[src/rtl/fsm_pkg.sv]
// Shared constants for the multicycle CPU control FSM: state encodings,
// opcode classes, control-bus bit positions and field widths.
package fsm_pkg;

    localparam int unsigned OPC_W   = 4;
    localparam int unsigned STATE_W = 3;
    localparam int unsigned CTRL_W  = 8;

    // Codes 3'b110 / 3'b111 are unused and recover to FETCH.
    typedef enum logic [STATE_W-1:0] {
        ST_FETCH     = 3'b000,
        ST_DECODE    = 3'b001,
        ST_EXECUTE   = 3'b010,
        ST_MEMORY    = 3'b011,
        ST_WRITEBACK = 3'b100,
        ST_HALT      = 3'b101
    } state_e;

    // Opcode classes; 4'b0111..4'b1110 are illegal and behave as NOP.
    localparam logic [OPC_W-1:0] OPC_ALU_R  = 4'b0000;
    localparam logic [OPC_W-1:0] OPC_ALU_I  = 4'b0001;
    localparam logic [OPC_W-1:0] OPC_LOAD   = 4'b0010;
    localparam logic [OPC_W-1:0] OPC_STORE  = 4'b0011;
    localparam logic [OPC_W-1:0] OPC_BRANCH = 4'b0100;
    localparam logic [OPC_W-1:0] OPC_JUMP   = 4'b0101;
    localparam logic [OPC_W-1:0] OPC_LUI    = 4'b0110;
    localparam logic [OPC_W-1:0] OPC_HALT   = 4'b1111;

    // Bit positions within control_signals.
    localparam int unsigned CB_IR_WRITE    = 0;
    localparam int unsigned CB_PC_WRITE    = 1;
    localparam int unsigned CB_REG_READ    = 2;
    localparam int unsigned CB_ALU_EN      = 3;
    localparam int unsigned CB_ALU_SRC_IMM = 4;
    localparam int unsigned CB_MEM_READ    = 5;
    localparam int unsigned CB_MEM_WRITE   = 6;
    localparam int unsigned CB_REG_WRITE   = 7;

endpackage

[src/rtl/fsm_if.sv]
// Decoder/datapath-facing bundle of the control FSM.
//   opcode          : instruction class from the decoder (sampled in DECODE)
//   state           : current FSM state encoding
//   control_signals : datapath strobes
// master = decoder/datapath side, slave = the FSM.
interface fsm_if;
    import fsm_pkg::*;

    logic [OPC_W-1:0]   opcode;
    logic [STATE_W-1:0] state;
    logic [CTRL_W-1:0]  control_signals;

    modport master (
        output opcode,
        input  state,
        input  control_signals
    );

    modport slave (
        input  opcode,
        output state,
        output control_signals
    );
endinterface

[src/rtl/fsm_ctrl_decode.sv]
// Combinational map from (state, latched opcode class) to datapath strobes.
//   state_i : current FSM state
//   opc_i   : opcode class latched when leaving DECODE
//   ctrl_o  : control strobes (bit meanings in fsm_pkg CB_* constants)
module fsm_ctrl_decode
    import fsm_pkg::*;
(
    input  state_e            state_i,
    input  logic [OPC_W-1:0]  opc_i,
    output logic [CTRL_W-1:0] ctrl_o
);

    always_comb begin
        ctrl_o = '0;
        case (state_i)
            ST_FETCH: begin
                ctrl_o[CB_IR_WRITE] = 1'b1;
                ctrl_o[CB_PC_WRITE] = 1'b1;
            end
            ST_DECODE: begin
                ctrl_o[CB_REG_READ] = 1'b1;
            end
            ST_EXECUTE: begin
                case (opc_i)
                    OPC_ALU_R, OPC_BRANCH: begin
                        ctrl_o[CB_ALU_EN] = 1'b1;
                    end
                    OPC_ALU_I, OPC_LOAD, OPC_STORE, OPC_LUI: begin
                        ctrl_o[CB_ALU_EN]      = 1'b1;
                        ctrl_o[CB_ALU_SRC_IMM] = 1'b1;
                    end
                    // Jump target is computed by the ALU and written to PC.
                    OPC_JUMP: begin
                        ctrl_o[CB_ALU_EN]   = 1'b1;
                        ctrl_o[CB_PC_WRITE] = 1'b1;
                    end
                    OPC_HALT: begin
                        ctrl_o = '0;
                    end
                    default: begin
                        ctrl_o = '0;
                    end
                endcase
            end
            ST_MEMORY: begin
                if (opc_i == OPC_LOAD) begin
                    ctrl_o[CB_MEM_READ] = 1'b1;
                end else if (opc_i == OPC_STORE) begin
                    ctrl_o[CB_MEM_WRITE] = 1'b1;
                end
            end
            ST_WRITEBACK: begin
                ctrl_o[CB_REG_WRITE] = 1'b1;
            end
            ST_HALT: begin
                ctrl_o = '0;
            end
            default: begin
                ctrl_o = '0;
            end
        endcase
    end

endmodule

[src/rtl/fsm.sv]
// Multicycle CPU control FSM: FETCH -> DECODE -> EXECUTE -> [MEMORY] ->
// [WRITEBACK] -> FETCH, one transition per clock.
//   clk   : rising-edge clock
//   reset : asynchronous, active-low reset
//   bus   : fsm_if.slave (opcode in, state / control_signals out)
// Optional feature: define FSM_HALT_EN to make opcode 4'b1111 enter a HALT
// state held until reset; otherwise 4'b1111 behaves as a NOP.
module fsm
    import fsm_pkg::*;
(
    input  logic clk,
    input  logic reset,
    fsm_if.slave bus
);

    state_e            state_q;
    state_e            state_d;
    logic [OPC_W-1:0]  opc_q;
    logic [OPC_W-1:0]  opc_d;
    logic [CTRL_W-1:0] ctrl_c;

    // State and latched-opcode registers.
    always_ff @(posedge clk or negedge reset) begin
        if (!reset) begin
            state_q <= ST_FETCH;
            opc_q   <= '0;
        end else begin
            state_q <= state_d;
            opc_q   <= opc_d;
        end
    end

    // Next-state logic; the opcode is captured only on the edge leaving DECODE.
    always_comb begin
        state_d = ST_FETCH;
        opc_d   = opc_q;
        case (state_q)
            ST_FETCH: begin
                state_d = ST_DECODE;
            end
            ST_DECODE: begin
                state_d = ST_EXECUTE;
                opc_d   = bus.opcode;
            end
            ST_EXECUTE: begin
                case (opc_q)
                    OPC_LOAD, OPC_STORE: begin
                        state_d = ST_MEMORY;
                    end
                    OPC_ALU_R, OPC_ALU_I, OPC_JUMP, OPC_LUI: begin
                        state_d = ST_WRITEBACK;
                    end
`ifdef FSM_HALT_EN
                    OPC_HALT: begin
                        state_d = ST_HALT;
                    end
`else
                    OPC_HALT: begin
                        state_d = ST_FETCH;
                    end
`endif
                    default: begin
                        state_d = ST_FETCH;
                    end
                endcase
            end
            ST_MEMORY: begin
                state_d = (opc_q == OPC_LOAD) ? ST_WRITEBACK : ST_FETCH;
            end
            ST_WRITEBACK: begin
                state_d = ST_FETCH;
            end
            ST_HALT: begin
`ifdef FSM_HALT_EN
                state_d = ST_HALT;
`else
                state_d = ST_FETCH;
`endif
            end
            default: begin
                state_d = ST_FETCH;
            end
        endcase
    end

    fsm_ctrl_decode u_ctrl_decode (
        .state_i (state_q),
        .opc_i   (opc_q),
        .ctrl_o  (ctrl_c)
    );

    assign bus.state = state_q;
    // Reset gates the strobes directly so they drop without waiting for a clock.
    assign bus.control_signals = reset ? ctrl_c : '0;

endmodule

[src/flat_wrapper.sv]
// flat-port wrapper written by rule: the top's interface ports become plain ports
module fsm_flat import fsm_pkg::*;
  (clk, reset, bus_opcode, bus_state, bus_control_signals);
  fsm_if bus_i ();
  input  logic clk;
  input  logic reset;
  input wire logic [$bits(bus_i.opcode)-1:0] bus_opcode;
  output wire logic [$bits(bus_i.state)-1:0] bus_state;
  output wire logic [$bits(bus_i.control_signals)-1:0] bus_control_signals;
  assign bus_i.opcode = bus_opcode;
  assign bus_state = bus_i.state;
  assign bus_control_signals = bus_i.control_signals;
  fsm u_core (.clk(clk), .reset(reset), .bus(bus_i));
endmodule
[config.mk]
export PLATFORM = sky130hd
export DESIGN_NAME = fsm_flat
export DESIGN_NICKNAME = d
export VERILOG_FILES = /design/src/rtl/fsm_pkg.sv /design/src/rtl/fsm_if.sv /design/src/rtl/fsm_ctrl_decode.sv /design/src/rtl/fsm.sv /design/src/flat_wrapper.sv
export SDC_FILE = /design/constraint.sdc
export NUM_CORES = 1
export LEC_CHECK = 0
export ABC_AREA = 1
export CAP_MARGIN = 15
export CORE_AREA = 2 2 39 41
export CTS_BUF_LIST = sky130_fd_sc_hd__clkbuf_16
export DETAILED_ROUTE_END_ITERATION = 8
export DIE_AREA = 0 0 41 43
export DONT_BUFFER_PORTS = 1
export PLACE_DENSITY = 0.54
export SYNTH_ARGS = -nofsm -noshare
export SYNTH_HDL_FRONTEND = slang
export SYNTH_SLANG_ARGS = --single-unit
[constraint.sdc]
create_clock -name clk -period 3.6 [get_ports clk]
set_input_delay 1.08 -clock clk [delete_from_list [all_inputs] [get_ports clk]]
set_output_delay 1.08 -clock clk [all_outputs]
set_load 0.01 [all_outputs]
# --- Word level (Yosys, flattened, before mapping) ---
# Index checks and enable logic that the tools add are counted.
word_totals:
  ff_bits: 7
  out_inout_bits: 11
  input_bits: 6
  word_cells: 33
op_classes:
  muxes: 15
  eq_ne: 10
  reduce_logical: 6
ops:
  columns: ["op", "n"]
  rows:
  - ["$eq 4x3->1 const B", 3]
  - ["$pmux 3 s4", 1]
  - ["$eq 4x2->1 const B", 2]
  - ["$mux 1", 8]
  - ["$mux 8", 1]
  - ["$reduce_or 4->1", 2]
  - ["$reduce_or 7->1", 1]
  - ["$eq 3x2->1 const B", 2]
  - ["$pmux 3 s2", 1]
  - ["$eq 4x1->1 const B", 1]
  - ["$logic_not 4->1", 1]
  - ["$mux 2", 2]
  - ["$pmux 2 s2", 1]
  - ["$eq 3x1->1 const B", 1]
  - ["$eq 3x3->1 const B", 1]
  - ["$logic_not 3->1", 1]
  - ["$mux 3", 1]
  - ["$reduce_or 2->1", 1]

# --- Depth between registers and ports, before layout ---
depth:
  depth_word: 5
  depth_mapped: 6
  ltp_nobuf: 6

# --- Hierarchy ---
# Synthesis repeated with hierarchy kept, for this count alone.
unflattened:
  hier_cells: 88
  hier_area_um2: 531.8
by_module_without_submodules:
  columns: ["mod", "n_inst", "area_per_inst_um2", "cells_per_inst", "seq_area_each_um2"]
  rows:
  - ["fsm", 1, 407.9, 61, 175.2]
  - ["fsm_ctrl_decode", 1, 123.9, 27, 0.0]

# --- Worst setup path before layout ---
# No wires, ideal clock.
synth_timing:
  path_type: "input to output"
  from: "input reset"
  to: "output bus_control_signals[7]"
  t_arrival_ns: 1.492
  slack_ns: 1.028
  n_path_buf: 0
  stages: 2
  required_time_ns: 2.520
  cell_sequence: "inv_1 nor4_1"
synth_between:
  elab_chain_cells: 1
synth_lines:
  columns: ["element", "line_no", "rtl"]
  rows:
  - ["start, declared", "flat_wrapper.sv:6", "input logic reset;"]
  - ["$mux 8", "fsm.sv:94", "assign bus.control_signals = reset ? ctrl_c : '0;"]
  - ["end, declared", "flat_wrapper.sv:9", "output wire logic [$bits(bus_i.control_signals)-1:0] bus_control_signals;"]
# Every way passes these cells.

# --- Final worst setup path ---
layout_timing:
  from: "input reset"
  to: "output bus_control_signals[3]"
# Same word-level chain as after synthesis.

==> flow_summary_export.csv <==
group,metric,value,unit
status,status,"complete, no violations",
cells_and_area,area_delta_synth_final,25.6,%
worst_setup_path,ff2ff_path_depth,4,
logic_synthesis,synthMuxAreaShare,0,%
grt,grt_max_degree,11,
cells_and_area,fillerInstances,153,
logic_synthesis,synth_seq_area_share,45.3,%
cts,hold_buffers,0,
power_and_ir_drop,power,520,uW
cts,cts_tree,"yes",
timing,slew_viol_final,0,
place,place_congestion,0.684,
logic_synthesis,yosys.area.top_type,"dfrtp_1",
cts,post_cts_resized,0,
worst_setup_path,critical_path_class,"in2out",
logic_synthesis,synthXorXnorAreaFrac,0,%
timing,fin_crit,2.62,ns
hold_path,min_to,"u_core.opc_q[3]",
logic_synthesis,synth_cells,55,
logic_synthesis,synth-compound-area-share,8.09,%
logic_synthesis,synth_cell_types,14,
floorplan,die_area,0.00176,sq mm
worst_setup_path,crit_path_max_fanout,10,
floorplan,start_util,27.9,%
grt,grt_pass1_vias,375,
power_and_ir_drop,ir_drop,0.358,mV
drt,drc,0,
worst_setup_path,cp-end-kind,"primary output",
logic_synthesis,synth_fa_ha_area_share,0,%
timing,setup_viol,0,
logic_synthesis,synth.avg_cell_area,7.03,sq um
grt,grt_usage,13.3,%
floorplan,num_io_pins,17,
timing,tns,0,ns
power_and_ir_drop,power_frac_seq,31.8,%
drt,drt_iter0_drc,8,
grt,antenna_found_initial,0,
timing,fin_worst_skew,0.000252,ns
hold_path,min_from,"u_core.opc_q[3]",
floorplan,die_w,41,microns
power_and_ir_drop,clockPowerShare,35.9,%
worst_setup_path,crit_required,2.52,ns
run,max-cap-violations,0,
hold_path,hold_depth,2,
grt,grt_pass1_wl,1480,microns
logic_synthesis,synthTopCellsByArea,"dfrtp_1 (45%), nor2_1 (13%), nand2_1 (11%)",
power_and_ir_drop,pwr-share-comb,32.4,%
cts,cts_buffer_depth,2,
cells_and_area,num_antenna_cells,0,
logic_synthesis,synth_commonest_cells,"nor2_1 (13), nand2_1 (11), dfrtp_1 (7), inv_1 (6), nand3_1 (5)",
logic_synthesis,synth_ff_type,"dfrtp_1",
power_and_ir_drop,pwr_density_cell,1070,mW/mm^2
cts,postCtsSetupRepairBufs,0,
drt,vias,372,
logic_synthesis,synth-simple-area-share,39.8,%
logic_synthesis,ys_seq_elements,7,
power_and_ir_drop,switching_share,40.1,%
logic_synthesis,synth.top_cell.area_share,45.3,%
worst_setup_path,path_buf_inv,0,
timing,max_freq,382,MHz
power_and_ir_drop,p_int,312,uW
power_and_ir_drop,p_switching,208,uW
logic_synthesis,synthArstFlopShare,100,%
timing,period_share,72.7,%
floorplan,rows,14,
power_and_ir_drop,p_leak,0.000243,uW
cells_and_area,layout.nets,66,
worst_setup_path,cp_slowest_cell,"nor3_1",
cells_and_area,drive_gt1_share,10.2,%
cts,clkLatencyLatePin,0.23,ns
logic_synthesis,ys_warn_count,0,
floorplan,die_y,43,microns
place,hpwl,673,microns
worst_setup_path,reg2reg_setup_slack,2.46,ns
worst_setup_path,r2r-start,"u_core.bus.state[2]",
drt,postRouteAntennaNets,0,
cts,ctsHtreeMaxLevel,1,
logic_synthesis,synth.most_common_cell,"nor2_1",
logic_synthesis,synth_top_family_by_area,"simple AND/OR/NAND/NOR gates",
floorplan,core_area,0.00138,sq mm
cells_and_area,fin_util,35.1,%
timing,hold_viol,0,
worst_setup_path,crit_path_start_kind,"input port",
hold_path,hold_class,"reg2reg",
worst_setup_path,slowest_delay,0.32,ns
grt,overflow,0,
drt,wl_per_cell,11.8,microns
cts,cts_num_sinks,7,
timing,max_slew_margin,65.1,%
cts,clk_pin_slew_worst_paths,0.03,ns
drt,first_pass_iters,4,
worst_setup_path,cp_top_family,"simple AND/OR/NAND/NOR gates",
cts,cts_buffers,3,
worst_setup_path,rr_endpoint,"u_core.opc_q[1]",
timing,rsz0062_at_grt,"false",
timing,worst_pin_slew,0.518,ns
drt,drt-total-wl,884,microns
logic_synthesis,syn_area,387,sq um
cts,clockRootBuffer,"clkbuf_16",
worst_setup_path,path_cells,"nand4_1, nor3_1",
drt,vias_per_cell,4.96,
logic_synthesis,synth-edff-count,0,
worst_setup_path,arrival,1.54,ns
place,numPortBuffers,0,
logic_synthesis,synth_nets,61,
-- cells by family (layout without fill, tap and decap cells) --
family / after synthesis / after routing
and+or+nand+nor: 35 / 35
AOI/OAI and AO/OA: 6 / 6
DFF: 7 / 7
buffers and inverters: 7 / 11
-- placed cells by master (no fill, tap or decap), drive strengths merged --
cell type,synthesis,final
a21oi,4,4
clkbuf,0,3
dfrtp,7,7
inv,7,8
nand2,12,12
nand3,5,5
nand4,1,1
nor2,13,13
nor3,3,3
nor4,1,1
o21ai,1,1
o22ai,1,1
-- per-stage QoR --
stage,setup slack (ns),cells,cell area [sq um],hold WS [ns]
6_report,0.982,75,485,0.534
5_1_grt,0.920,75,485,0.539
4_1_cts,0.979,75,485,0.536
3_5_place_dp,0.979,71,407,0.529
3_3_place_gp,0.983,71,407,0.520
2_1_floorplan,1.03,55,387,0.488
-- final cells by class --
type,count,area [sq um],share of cell area [%]
clock inverter,1,3.75,0.773
tap,16,20.0,4.12
clock buffer,3,75.1,15.5
multi-input combinational,41,185,38.1
inverter,7,26.3,5.41
sequential,7,175,36.1
-- worst max-delay path by stage --
stage	start	to	slack (ns)	cells past startpoint
after floorplan	reset	bus_control_signals[7]	1.03	2
after global placement	reset	bus_control_signals[3]	0.98	2
after detailed placement	reset	bus_control_signals[3]	0.98	2
after CTS	reset	bus_control_signals[3]	0.98	2
after global routing	reset	bus_control_signals[3]	0.92	2
final	reset	bus_control_signals[3]	0.98	2
-- sequential cells by signal (all words and copies together) (netlist names) --
signal / count
u_core.opc_q: 4
u_core.bus.state: 3
-- layer usage --
metal  wire length, microns  up-vias  global-route usage, %
met1                    351      168                   14.8
met3                     94        5                   6.81
met2                    407       13                   18.4
li1                       -      186                      -
met4                     30        0                   10.0
met5                      0        -                      0
-- power groups by stage --
stage          clock (uW)  combinational, uW  sequential, uW
6_report              187                168             165
5_1_grt               193                197             173
4_1_cts               190                171             166
3_5_place_dp            0                169             166
3_3_place_gp            0                168             166
2_1_floorplan           0                140             157
(Power assumes the default switching activity.)
==> variant 1: new RTL, config.mk and constraints unchanged <==
Make the reset (`reset`) synchronous in one clocked block. Comments in the files are not updated.
--- a/src/rtl/fsm.sv
+++ b/src/rtl/fsm.sv
@@ -20,7 +20,7 @@
     logic [CTRL_W-1:0] ctrl_c;
 
     // State and latched-opcode registers.
-    always_ff @(posedge clk or negedge reset) begin
+    always_ff @(posedge clk) begin
         if (!reset) begin
             state_q <= ST_FETCH;
             opc_q   <= '0;
Check against the original RTL: differs if reset is asserted again (counterexample within 4 cycles, from zero or initial values and one cycle with reset low); with reset held inactive, the same outputs for 10 cycles.
==> variant 1 against the unedited design <==
  * Critical path depth up 3
  * Sequential cell count unchanged
  * Synthesized area up 5.8%
  * Routed wire length down 3.1%
  * Utilization up 1.6 points
  * Setup slack worse by 0.018 ns
  * Cell count up 6.7%
  * Via count up 2.4%
  * Worst hold slack worse by 0.041 ns
  * Final area up 4.6%
Power is not compared: it rests on default switching activity, and its combinational part moved more than twofold at a synthesized area within 25%.
==> variant 1: results (changes against the unedited design) <==
| Metric | Value |
|---|---|
| Clock-cell share | 15.52% (was 16.24%) |
| Area after DPL | 429.2 um^2 (was 406.6 um^2) |
| Synth Area in Adders | 0% (unchanged) |
| Status | finished, final reports clean (unchanged) |
| First-pass GRT wire length | 1338 um (was 1483 um) |
| #MultiIn Comb | 40 (was 41) |
| Worst relative slew slack | 75.64% (was 65.13%) |
| Vias in the first global route | 336 (was 375) |
| Final Wtd Congestion | 0.7452 (was 0.6836) |
| Compound-gate portion of the synthesized area | 18.35% (was 8.091%) |
| R2R setup slack | 2.55 ns (was 2.46 ns) |
| Via count | 381 (was 372) |
| Sequential-to-total area share from yosys stat | 34.25% (was 45.31%) |
| Syn Inst Count | 60 (was 55) |
| Final Non-Filler Cells | 80 (was 75) |
| CTS resizes | 0 (unchanged) |
| Iteration-0 DRC Markers | 2 (was 8) |
| Worst-path maximum fanout | 8 (was 10) |
| WHS | 0.4933 ns (was 0.5341 ns) |
| Layout Nets | 71 (was 66) |
| Total track usage | 11.66% (was 13.35%) |
| Fraction of area in multi-input gates | 43.35% (was 38.14%) |
| Syn nets | 66 (was 61) |
| Clk_skew | 0.002573 ns (was 0.0002518 ns) |
| Unique masters post-synth | 16 (was 14) |
| DP HPWL | 699.1 um (was 673 um) |
| Placed Cells | 76 (was 71) |
| LEAKAGE | ~0.21 nW |
| Clk_lat worst skew | 0.23 ns (about the same) |
| Setup Fix Bufs, Post-CTS | 0 (unchanged) |
| Sequential share of cell area | 27.59% (was 36.08%) |
| Final Cycle Share | 73.23% (was 72.71%) |
| Top cells by count, synth | 10 x inv_2, 9 x nand2_1, 8 x a21oi_1 (was 13 x nor2_1, 11 x nand2_1, 7 x dfrtp_1) |
| Area delta synth->final | 24.16% (was 25.57%) |
| FFs w/ async S/R, synth | 0% (was 100.0%) |
| Share of layout cells above drive strength 1 | 32.81% (was 10.17%) |
| Wire per inst | 10.71 um (was 11.79 um) |
| Invs w/o clock | 13 (was 7) |
| Fill cells | 155 (was 153) |
| Dominant cells by area after synthesis | dfxtp_1 34%, a21oi_1 9.8%, inv_2 9.2% (was dfrtp_1 45%, nor2_1 13%, nand2_1 11%) |
| Critical Path AT | 1.56 ns (was 1.54 ns) |
[variant 1: final timing paths]
kind	startpoint	endpoint
min	u_core.opc_q[3]$_SDFFE_PN0P_	u_core.opc_q[3]$_SDFFE_PN0P_
max	reset	bus_control_signals[1]
max reg2reg	u_core.bus.state[2]$_SDFF_PN0_	u_core.opc_q[3]$_SDFFE_PN0P_
min reg2reg	u_core.opc_q[3]$_SDFFE_PN0P_	u_core.opc_q[3]$_SDFFE_PN0P_
[variant 1: metal layers]
layer	share of wire (%)	track usage, %	up-vias
met5	0	0	-
met4	0	0	0
met3	10	10.47	0
met2	44	16.56	14
met1	46	13.87	167
li1	-	-	200
[variant 1: power by group]
| part | total (mW) | switching (mW) | internal (mW) |
|---|---|---|---|
| combinational | 0.0583 | 0.0398 | 0.0185 |
| clock | 0.185 | 0.0405 | 0.144 |
| sequential | 0.101 | 0.0124 | 0.0882 |
[variant 1: critical path: stages]
cell and delay (ns):
inv_2 0.03, nor2_2 0.09, inv_2 0.06, nor2_4 0.12, a31o_1 0.17
==> variant 2: new RTL, same settings <==
Made on the original files. Build with the macro `FSM_HALT_EN` defined.
--- a/src/rtl/fsm.sv
+++ b/src/rtl/fsm.sv
@@ -5,6 +5,8 @@
 //   bus   : fsm_if.slave (opcode in, state / control_signals out)
 // Optional feature: define FSM_HALT_EN to make opcode 4'b1111 enter a HALT
 // state held until reset; otherwise 4'b1111 behaves as a NOP.
+`define FSM_HALT_EN
+
 module fsm
     import fsm_pkg::*;
 (
Check against the original RTL: not equivalent (a bounded check fails within 4 cycles, from zero or initial values and one cycle with reset low).
==> variant 2 against the unedited design <==
  * Sequential cell count did not move
  * Highest routed layer unchanged
  * Via count rose by 15%
  * Register-to-register slack improved by 0.04 ns
  * Die area did not move
  * Final area rose by 14%
  * Setup slack improved by 0.042 ns
  * Combinational power rose by 26%
  * Power rose by 12%
  * Routed wire length rose by 12%
  * Count of clock-buffer cells in the layout did not move
  * Synthesized area rose by 17%
==> variant 2: results (changes against the unedited design) <==
| Metric | Value |
|---|---|
| Length of routed met2 wiring | 475 um (was 407 um) |
| Met3 wire len | 74 um (was 94 um) |
| Syn nets | 75 (was 61) |
| Crit Reg-Reg Endpoint | u_core.opc_q[0]$_DFFE_PN0N_ (was u_core.opc_q[1]$_DFFE_PN0P_) |
| Critical Path AT | 1.50 ns (was 1.54 ns) |
| Top cells by count, synth | 16 x nand2_1, 13 x nor2_1, 9 x nand3_1 (was 13 x nor2_1, 11 x nand2_1, 7 x dfrtp_1) |
| Via count | 426 (was 372) |
| Worst Setup EP | bus_control_signals[7] (was bus_control_signals[3]) |
| Syn Inst Count | 69 (was 55) |
| Area after DPL | 473.0 um^2 (was 406.6 um^2) |
| Met2 GRT Util | 20.31% (was 18.44%) |
| Iteration-0 DRC Markers | 7 (was 8) |
| Status | finished, final reports clean (unchanged) |
| First-pass GRT wire length | 1531 um (was 1483 um) |
| Share of layout cells above drive strength 1 | 13.70% (was 10.17%) |
| Largest net degree at the start of global routing | 12 (was 11) |
| Wire per inst | 11.12 um (was 11.79 um) |
| Clk_skew | 0.0003091 ns (was 0.0002518 ns) |
| Unique masters post-synth | 13 (was 14) |
| Dominant cells by area after synthesis | dfrtp_1 39%, nand2_1 13%, nor2_1 11% (was dfrtp_1 45%, nor2_1 13%, nand2_1 11%) |
| Drt pass-1 iters | 2 (was 4) |
| Slowest cell on the critical path | nor4_1 (was nor3_1) |
| Worst path max stage delay | 0.38 ns (was 0.32 ns) |
| Final Cycle Share | 71.55% (was 72.71%) |
| Vias in the first global route | 406 (was 375) |
| Hold Path Class | in2async (was reg2reg) |
| Sequential-to-total area share from yosys stat | 38.67% (was 45.31%) |
| Final Wtd Congestion | 0.6956 (was 0.6836) |
| LEAKAGE | 0.2793 nW (was 0.2425 nW) |
| Wl on met1 | 433 um (was 351 um) |
| PD cells | 1052 nW/um^2 (was 1072 nW/um^2) |
-- variant 2: cell types whose count changed after synthesis, moves of 2 or more --
cell	before	now
nand2_1	11	16
nor2_2	0	2
a21oi_1	4	6
nand3_1	5	9
inv_2	1	4
-- variant 2: cell families after synthesis --
| group | share of synthesized area [%] |
|---|---|
| and+or+nand+nor | 44.48 |
| AOI/OAI and AO/OA | 7.734 |
| buffers and inverters | 9.116 |
| DFF | 38.67 |
-- variant 2: final cells by class --
type                       count  area (um^2)
clock buffer                   3        75.07
multi-input combinational     51        236.5
tap                           16        20.02
sequential                     7        175.2
clock inverter                 1        3.754
fill                         151        832.0
inverter                      11        41.29
-- variant 2: where the power goes --
part	total (mW)	leakage, nW	internal [mW]	switching [mW]
Sequential	0.187	0.0824	0.118	0.0694
Clock	0.182	0.0423	0.144	0.0382
Combinational	0.211	0.155	0.0706	0.140
